$ cat src/rtl/register_e1of4_pkg.sv
// Shared definitions for the e1of4 register sequencer: command encodings, FSM states,
// and the 16-bit Fibonacci LFSR used when REG_SEQ_LFSR_EN is defined.
package register_e1of4_pkg;

    localparam logic [1:0] CTRL_READ  = 2'b00;
    localparam logic [1:0] CTRL_WRITE = 2'b01;
    localparam logic [1:0] CTRL_RW    = 2'b10;

    typedef enum logic [2:0] {
        ST_IDLE,
        ST_SETUP,
        ST_GO_HI,
        ST_GO_LO,
        ST_DRAIN,
        ST_DONE
    } seq_state_e;

    // x^16 + x^14 + x^13 + x^11 + 1, shifting right: feedback taps are bits 0, 2, 3, 5.
    localparam logic [15:0] LFSR_SEED = 16'hACE1;
    localparam logic [15:0] LFSR_TAPS = 16'h002D;

    function automatic logic [15:0] lfsr_next(input logic [15:0] s);
        return {^(s & LFSR_TAPS), s[15:1]};
    endfunction

    function automatic logic [15:0] sat_inc(input logic [15:0] v);
        return (v == 16'hFFFF) ? v : v + 16'd1;
    endfunction

endpackage

$ cat src/rtl/register_e1of4_expfifo.sv
// Expected-read FIFO: holds shadow values awaiting comparison with received data.
// A pop in the same cycle lets a push proceed even when full.
module register_e1of4_expfifo #(
    parameter int DW    = 2,
    parameter int DEPTH = 4
) (
    input  logic          clk_i,
    input  logic          rst_i,
    input  logic          clr_i,
    input  logic          push_i,
    input  logic          pop_i,
    input  logic [DW-1:0] wdata_i,
    output logic [DW-1:0] rdata_o,
    output logic          full_o,
    output logic          empty_o
);
    localparam int AW = $clog2(DEPTH);
    localparam logic [AW:0] FULL_CNT = (AW+1)'(DEPTH);

    logic [DW-1:0] mem_q [DEPTH];
    logic [AW-1:0] wr_ptr_q, rd_ptr_q;
    logic [AW:0]   cnt_q;
    logic          do_push, do_pop;

    assign empty_o = (cnt_q == '0);
    assign full_o  = (cnt_q == FULL_CNT);
    assign do_pop  = pop_i && !empty_o;
    assign do_push = push_i && (!full_o || do_pop);
    assign rdata_o = mem_q[rd_ptr_q];

    always_ff @(posedge clk_i) begin
        if (rst_i || clr_i) begin
            wr_ptr_q <= '0;
            rd_ptr_q <= '0;
            cnt_q    <= '0;
        end else begin
            if (do_push) wr_ptr_q <= wr_ptr_q + AW'(1);
            if (do_pop)  rd_ptr_q <= rd_ptr_q + AW'(1);
            case ({do_push, do_pop})
                2'b10:   cnt_q <= cnt_q + (AW+1)'(1);
                2'b01:   cnt_q <= cnt_q - (AW+1)'(1);
                default: ;
            endcase
        end
    end

    always_ff @(posedge clk_i) begin
        if (do_push) mem_q[wr_ptr_q] <= wdata_i;
    end

endmodule

$ cat src/rtl/register_e1of4_sequencer.sv
// Drives READ/WRITE/READ+WRITE tokens over a 4-phase handshake and checks returned reads
// against a shadow register. Define REG_SEQ_LFSR_EN for LFSR commands (then DW <= 16).
module register_e1of4_sequencer
    import register_e1of4_pkg::*;
#(
    parameter int            DW        = 2,
    parameter int            NO_TOKENS = 16,
    parameter int            EXP_DEPTH = 4,
    parameter logic [DW-1:0] INIT_VAL  = '0,
    parameter int            TIMEOUT   = 1024
) (
    input  logic          CLK,
    input  logic          RESET,
    input  logic          start,
    output logic          busy,
    output logic          done,
    output logic [DW-1:0] cmd_data,
    output logic [1:0]    cmd_ctrl,
    output logic          cmd_go,
    input  logic          cmd_ack,
    input  logic [DW-1:0] rx_data,
    input  logic          rx_valid,
    output logic [15:0]   tx_count,
    output logic [15:0]   rx_count,
    output logic [15:0]   err_count,
    output logic          error,
    output logic          timeout,
    output logic [2:0]    dbg_state_o
);
    localparam int TW = $clog2(TIMEOUT + 1);

    seq_state_e    state_q, state_d;
    logic          ack_s1_q, ack_s2_q, rxv_s1_q, rxv_s2_q, rxv_s3_q;
    logic          ack_sync, rx_edge, run_start, load, issue, tmo_hit;
    logic [DW-1:0] gen_data, cmd_data_q, shadow_q, fifo_rdata;
    logic [1:0]    gen_ctrl, cmd_ctrl_q;
    logic          cmd_go_q, fifo_full, fifo_empty, error_q, timeout_q;
    logic [15:0]   tx_count_q, rx_count_q, err_count_q;
    logic [TW-1:0] tmr_q;

    // Synchronisers stay un-reset so a RESET never makes a high ack look low.
    always_ff @(posedge CLK) begin
        ack_s1_q <= cmd_ack;
        ack_s2_q <= ack_s1_q;
        rxv_s1_q <= rx_valid;
        rxv_s2_q <= rxv_s1_q;
        rxv_s3_q <= rxv_s2_q;
    end

    assign ack_sync  = ack_s2_q;
    assign rx_edge   = rxv_s2_q && !rxv_s3_q;
    assign run_start = start && (state_q == ST_IDLE || state_q == ST_DONE);

`ifdef REG_SEQ_LFSR_EN
    logic [15:0] lfsr_q, lfsr_nx;
    assign lfsr_nx  = lfsr_next(lfsr_q);
    assign gen_ctrl = (lfsr_q[1:0] == 2'b11) ? CTRL_READ : lfsr_q[1:0];
    assign gen_data = lfsr_nx[DW-1:0];

    always_ff @(posedge CLK) begin
        if (RESET)      lfsr_q <= LFSR_SEED;
        else if (issue) lfsr_q <= lfsr_nx;
    end
`else
    logic [2:0] idx_q;
    always_comb begin
        gen_ctrl = CTRL_READ;
        gen_data = '0;
        case (idx_q)
            3'd1:    begin gen_ctrl = CTRL_WRITE; gen_data = '1; end
            3'd3:    gen_ctrl = CTRL_WRITE;
            default: ;
        endcase
    end

    always_ff @(posedge CLK) begin
        if (RESET)      idx_q <= '0;
        else if (issue) idx_q <= (idx_q == 3'd4) ? 3'd0 : idx_q + 3'd1;
    end
`endif

    always_ff @(posedge CLK) begin
        if (RESET) state_q <= ST_IDLE;
        else       state_q <= state_d;
    end

    always_comb begin
        state_d = state_q;
        load    = 1'b0;
        issue   = 1'b0;
        tmo_hit = 1'b0;
        case (state_q)
            ST_IDLE:  if (start) state_d = ST_SETUP;
            ST_SETUP: if (!ack_sync && (gen_ctrl == CTRL_WRITE || !fifo_full || rx_edge)) begin
                load    = 1'b1;
                state_d = ST_GO_HI;
            end
            ST_GO_HI: if (ack_sync) begin
                issue   = 1'b1;
                state_d = ST_GO_LO;
            end
            ST_GO_LO: if (!ack_sync)
                state_d = (tx_count_q == 16'(NO_TOKENS)) ? ST_DRAIN : ST_SETUP;
            ST_DRAIN: if (fifo_empty) begin
                state_d = ST_DONE;
            end else if (tmr_q == TW'(TIMEOUT - 1)) begin
                tmo_hit = 1'b1;
                state_d = ST_DONE;
            end
            ST_DONE:  if (start) state_d = ST_SETUP;
            default:  state_d = ST_IDLE;
        endcase
    end

    // Command fields are registered a cycle before go rises and held until the next SETUP.
    always_ff @(posedge CLK) begin
        if (RESET) begin
            cmd_data_q <= '0;
            cmd_ctrl_q <= CTRL_READ;
            cmd_go_q   <= 1'b0;
            shadow_q   <= INIT_VAL;
        end else begin
            cmd_go_q <= (state_q == ST_GO_HI);
            if (load) begin
                cmd_data_q <= gen_data;
                cmd_ctrl_q <= gen_ctrl;
            end
            if (issue && cmd_ctrl_q != CTRL_READ) shadow_q <= cmd_data_q;
        end
    end

    always_ff @(posedge CLK) begin
        if (RESET || state_q != ST_DRAIN) tmr_q <= '0;
        else                              tmr_q <= tmr_q + TW'(1);
    end

    always_ff @(posedge CLK) begin
        if (RESET || run_start) begin
            tx_count_q  <= '0;
            rx_count_q  <= '0;
            err_count_q <= '0;
            error_q     <= 1'b0;
            timeout_q   <= 1'b0;
        end else begin
            if (issue) tx_count_q <= sat_inc(tx_count_q);
            if (rx_edge) begin
                rx_count_q <= sat_inc(rx_count_q);
                if (fifo_empty || rx_data != fifo_rdata) begin
                    err_count_q <= sat_inc(err_count_q);
                    error_q     <= 1'b1;
                end
            end
            if (tmo_hit) begin
                timeout_q <= 1'b1;
                error_q   <= 1'b1;
            end
        end
    end

    register_e1of4_expfifo #(.DW(DW), .DEPTH(EXP_DEPTH)) u_expfifo (
        .clk_i   (CLK),
        .rst_i   (RESET),
        .clr_i   (run_start),
        .push_i  (issue && cmd_ctrl_q != CTRL_WRITE),
        .pop_i   (rx_edge && !run_start),
        .wdata_i (shadow_q),
        .rdata_o (fifo_rdata),
        .full_o  (fifo_full),
        .empty_o (fifo_empty)
    );

    assign busy        = (state_q != ST_IDLE) && (state_q != ST_DONE);
    assign done        = (state_q == ST_DONE);
    assign cmd_data    = cmd_data_q;
    assign cmd_ctrl    = cmd_ctrl_q;
    assign cmd_go      = cmd_go_q;
    assign tx_count    = tx_count_q;
    assign rx_count    = rx_count_q;
    assign err_count   = err_count_q;
    assign error       = error_q;
    assign timeout     = timeout_q;
    assign dbg_state_o = state_q;

endmodule

$ cat config.mk
export PLATFORM = sky130hd
export DESIGN_NAME = register_e1of4_sequencer
export DESIGN_NICKNAME = d
export VERILOG_FILES = /design/src/rtl/register_e1of4_pkg.sv /design/src/rtl/register_e1of4_expfifo.sv /design/src/rtl/register_e1of4_sequencer.sv
export SDC_FILE = /design/constraint.sdc
export NUM_CORES = 1
export LEC_CHECK = 0
export BUFFER_PORTS_ARGS = -buffer_cell sky130_fd_sc_hd__buf_2
export CAP_MARGIN = 40
export CORE_UTILIZATION = 35
export DETAILED_ROUTE_END_ITERATION = 8
export SYNTH_ARGS = -nofsm -noshare
export SYNTH_HDL_FRONTEND = slang
export SYNTH_SLANG_ARGS = --single-unit
export TNS_END_PERCENT = 10
$ cat constraint.sdc
create_clock -name CLK -period 2.4 [get_ports CLK]
set_input_delay 0 -clock CLK [delete_from_list [all_inputs] [get_ports CLK]]
set_output_delay 0 -clock CLK [all_outputs]
set_load 0.005 [all_outputs]
==> flow_results.xml <==
<?xml version="1.0" encoding="UTF-8"?>
<metrics>
  <group name="status">
    <metric name="outcome" unit="">complete, no violations</metric>
  </group>
  <group name="sta">
    <metric name="finalSetupViolCount" unit="">0</metric>
    <metric name="max_freq" unit="MHz">452.5</metric>
    <metric name="setup_repair_after_global_routing_missed_its_margin" unit="">no</metric>
    <metric name="period_minus_slack" unit="ns">2.210</metric>
    <metric name="setup_slack" unit="ns">0.1900</metric>
    <metric name="report.final.slew_viol_count" unit="">0</metric>
    <metric name="worst_slew_pin_slew" unit="ns">0.9034</metric>
    <metric name="tns" unit="ns">0</metric>
    <metric name="hold_violations" unit="">0</metric>
    <metric name="hold-worst-slack" unit="ns">0.05838</metric>
    <metric name="fin_worst_skew" unit="ns">0.009065</metric>
    <metric name="timing.final.crit_share" unit="">0.9208</metric>
    <metric name="worst_slew_margin_rel" unit="">0.3977</metric>
  </group>
  <group name="floorplan">
    <metric name="die_y" unit="um">113.5</metric>
    <metric name="placeableCoreArea" unit="um^2">12060</metric>
    <metric name="die-area" unit="um^2">12870</metric>
    <metric name="row_count" unit="">40</metric>
    <metric name="die_w" unit="um">113.5</metric>
    <metric name="initial_core_util" unit="">0.3605</metric>
    <metric name="io_pins" unit="">67</metric>
  </group>
  <group name="yosys">
    <metric name="synth_area_leader_cell" unit="">dfxtp_1</metric>
    <metric name="synth.cell_area" unit="um^2">4348</metric>
    <metric name="synth-seq-cells" unit="">89</metric>
    <metric name="synthFlopType" unit="">dfxtp_1</metric>
    <metric name="ys_top_cells_by_area" unit="">dfxtp_1 39%, nor2_1 5.7%, xnor2_1 3.8%</metric>
    <metric name="yosys.area.top_type_share" unit="">0.3914</metric>
    <metric name="count_of_mapped_cells_out_of_synthesis" unit="">506</metric>
    <metric name="syn-mean-instance-area" unit="um^2">8.593</metric>
    <metric name="netlist_top_cells_count" unit="">85 x dfxtp_1, 66 x nor2_1, 37 x nand2_1, 31 x a21oi_1, 29 x nand3_1</metric>
    <metric name="post_synth_num_cell_types" unit="">57</metric>
    <metric name="yosysWarnings" unit="">0</metric>
    <metric name="synth.most_common_cell" unit="">dfxtp_1</metric>
    <metric name="synth_fp_nets" unit="">527</metric>
    <metric name="yosysSeqAreaShare" unit="">0.4190</metric>
    <metric name="synthArstFlopShare" unit="">0</metric>
    <metric name="number_of_flops_mapped_to_enable_cells_by_yosys" unit="">4</metric>
  </group>
  <group name="clocking">
    <metric name="clock_path_buffers" unit="">2</metric>
    <metric name="cts_max_level" unit="">3</metric>
    <metric name="cts_tree" unit="">built</metric>
    <metric name="worstSkewPairLatency" unit="ns">0.34</metric>
    <metric name="ctsResizeCount" unit="">0</metric>
    <metric name="worst_setup_hold_path_clk_slew" unit="ns">0.07</metric>
    <metric name="cts_buffers" unit="">9</metric>
    <metric name="clkSinkCount" unit="">89</metric>
    <metric name="clockRootBuffer" unit="">clkbuf_16</metric>
  </group>
  <group name="cells_and_area">
    <metric name="drive_above_1_share" unit="">0.1698</metric>
    <metric name="multi_input_logic_area" unit="um^2">2355</metric>
    <metric name="nNetsFinal" unit="">599</metric>
    <metric name="n_fill_cell" unit="">1184</metric>
    <metric name="layoutNonFillerInstCount" unit="">752</metric>
    <metric name="regArea" unit="um^2">1822</metric>
    <metric name="area_growth_syn_to_layout" unit="%">20.58</metric>
    <metric name="postLayoutCellArea" unit="um^2">5243</metric>
  </group>
  <group name="route">
    <metric name="vias" unit="">3880</metric>
    <metric name="drt_pre_antenna_iters" unit="">4</metric>
    <metric name="totalWireLength" unit="um">9918</metric>
    <metric name="route.detailed.drc" unit="">0</metric>
    <metric name="viasPerCell" unit="">5.160</metric>
    <metric name="final_antenna_net_count" unit="">0</metric>
    <metric name="detailedRoute.firstIterationViolations" unit="">255</metric>
    <metric name="wl_per_cell" unit="um">13.19</metric>
  </group>
  <group name="critical_path">
    <metric name="cp_max_fo" unit="">26</metric>
    <metric name="critPathLaunchType" unit="">register</metric>
    <metric name="crit_arrival" unit="ns">2.48</metric>
    <metric name="worstSetupPathType" unit="">register to register</metric>
    <metric name="worst_path_required" unit="ns">2.67</metric>
    <metric name="timing.critical_path.to_type" unit="">register</metric>
  </group>
  <group name="place">
    <metric name="input_output_buffers" unit="">65</metric>
    <metric name="post-place-ws" unit="ns">0.2052</metric>
    <metric name="place_inst" unit="">732</metric>
    <metric name="estimated_wirelength_of_the_detail_placed_design" unit="um">7038</metric>
    <metric name="placed_area" unit="um^2">4896</metric>
    <metric name="globalplace.congestion" unit="">0.8565</metric>
  </group>
  <group name="power_and_ir_drop">
    <metric name="power-per-cell-area" unit="nW/um^2">632.2</metric>
    <metric name="ir_worst_vdd" unit="mV">0.3582</metric>
    <metric name="power.static_leakage" unit="nW">1.951</metric>
  </group>
  <group name="global_routing">
    <metric name="largest_net_degree_at_the_start_of_global_routing" unit="">27</metric>
    <metric name="number_of_global_route_vias_before_repair" unit="">3556</metric>
    <metric name="grt_util_all_layers" unit="">0.1619</metric>
    <metric name="grt_pass1_wl" unit="um">16770</metric>
    <metric name="grt-ovfl-total" unit="">0</metric>
    <metric name="antenna_found_initial" unit="">1</metric>
  </group>
  <group name="hold_path">
    <metric name="worstHoldPathType" unit="">input port to register</metric>
  </group>
  <group name="run">
    <metric name="maxCapViolations" unit="">0</metric>
  </group>
</metrics>
cell usage in the layout, fill, tap and decap left out, types with 3 or more instances in the layout:
master and instances:
o31ai_1 8, inv_1 19, nor4_1 7, o21ai_0 9, xor2_1 16, a211oi_1 7, nand2_1 37, buf_2 65
buf_4 15, dfxtp_1 85, or4_1 11, a31oi_1 4, nor3b_1 3, o21ai_1 6, nand3_1 29, a31o_1 3
xnor2_1 19, a21oi_1 31, dlygate4sd3_1 3, nor4b_1 4, and4_1 10, edfxtp_1 4, clkbuf_16 9, nor3_1 9
nor2_1 66, nand2b_1 5, and3_1 5, mux2i_1 5, or3_1 9, ha_1 13, and2_1 7, nand4_1 19
o211ai_1 4
area by class of cell:
| class | instances | area share |
|---|---|---|
| Inverter | 19 | 0.01360 |
| Clock inverter | 5 | 0.01551 |
| Multi-Input combinational cell | 376 | 0.4492 |
| Timing Repair Buffer | 83 | 0.08926 |
| Clock buffer | 11 | 0.04439 |
| Tap cell | 168 | 0.04010 |
| Sequential cell | 89 | 0.3475 |
| Antenna cell | 1 | 0.0004773 |
flip-flops by register name, indices dropped and copies added (netlist names), 2 cells and up, named ones only:
name                flops
dbg_state_o             3
err_count              16
idx_q                   3
rx_count               16
tmr_q                  11
tx_count               16
u_expfifo.cnt_q         3
u_expfifo.mem_q         4
u_expfifo.rd_ptr_q      2
u_expfifo.wr_ptr_q      2
power by group:
| group | total (mW) | switching [mW] | internal, mW |
|---|---|---|---|
| Clock | 1.49 | 0.575 | 0.913 |
| Sequential | 1.54 | 0.0293 | 1.51 |
| Combinational | 0.288 | 0.173 | 0.114 |
path summary, 6_finish.rpt:
| kind | depth (start not counted) | slack (ns) | end | startpoint |
|---|---|---|---|---|
| max | 5 | 0.19 | err_count[6]$_SDFFE_PP0P_ | u_expfifo.mem_q[0][0]$_DFFE_PP_ |
| min | 3 | 0.06 | dbg_state_o[2]$_SDFFE_PP0P_ | start |
| max reg2reg | 5 | 0.19 | err_count[6]$_SDFFE_PP0P_ | u_expfifo.mem_q[0][0]$_DFFE_PP_ |
| min reg2reg | 0 | 0.32 | rxv_s2_q$_DFF_P_ | rxv_s1_q$_DFF_P_ |
worst max-delay path, stage by stage, from the launching register on:
cell	delay, ns
edfxtp_1	0.37
mux4_2	0.47
mux2i_1	0.25
o21ai_2	0.30
or4_1	0.59
a21oi_1	0.15
routing by layer:
layer  wire length (um)  vias to the layer above  share of wire  global-route usage
li1                   -                     1980              -                   -
met5                  0                        -              0                   0
met2               4526                       92           0.46              0.2642
met3                447                       11          0.045             0.03985
met4                149                        0          0.015             0.05965
met1               4795                     1797           0.48              0.2075
per-stage QoR:
step | total power, mW | util
after CTS | 3.364 | 0.4344
after global placement | 1.849 | 0.4059
after global routing | 3.449 | 0.4344
after detailed placement | 1.855 | 0.4059
after floorplan | 1.745 | -
final | 3.314 | 0.4346
cell families (layout without fill, tap and decap cells):
family / Yosys count / in the layout / share of synthesized area
compound gates: 86 / 86 / 0.1252
xor+xnor: 35 / 35 / 0.07050
fa+ha+maj: 14 / 14 / 0.04202
buf+inv: 41 / 118 / 0.03942
flops: 89 / 89 / 0.4190
mux: 6 / 6 / 0.01669
other cells: 1 / 2 / 0.0008625
simple gates: 234 / 234 / 0.2863
what timing repair did:
action                     CTS  global route
hold endpoints to repair     4             0
setup endpoints to repair    0             0
setup buffers                0             0
hold buffers                 3             0
No activity file was read; power rests on OpenSTA's default activity.
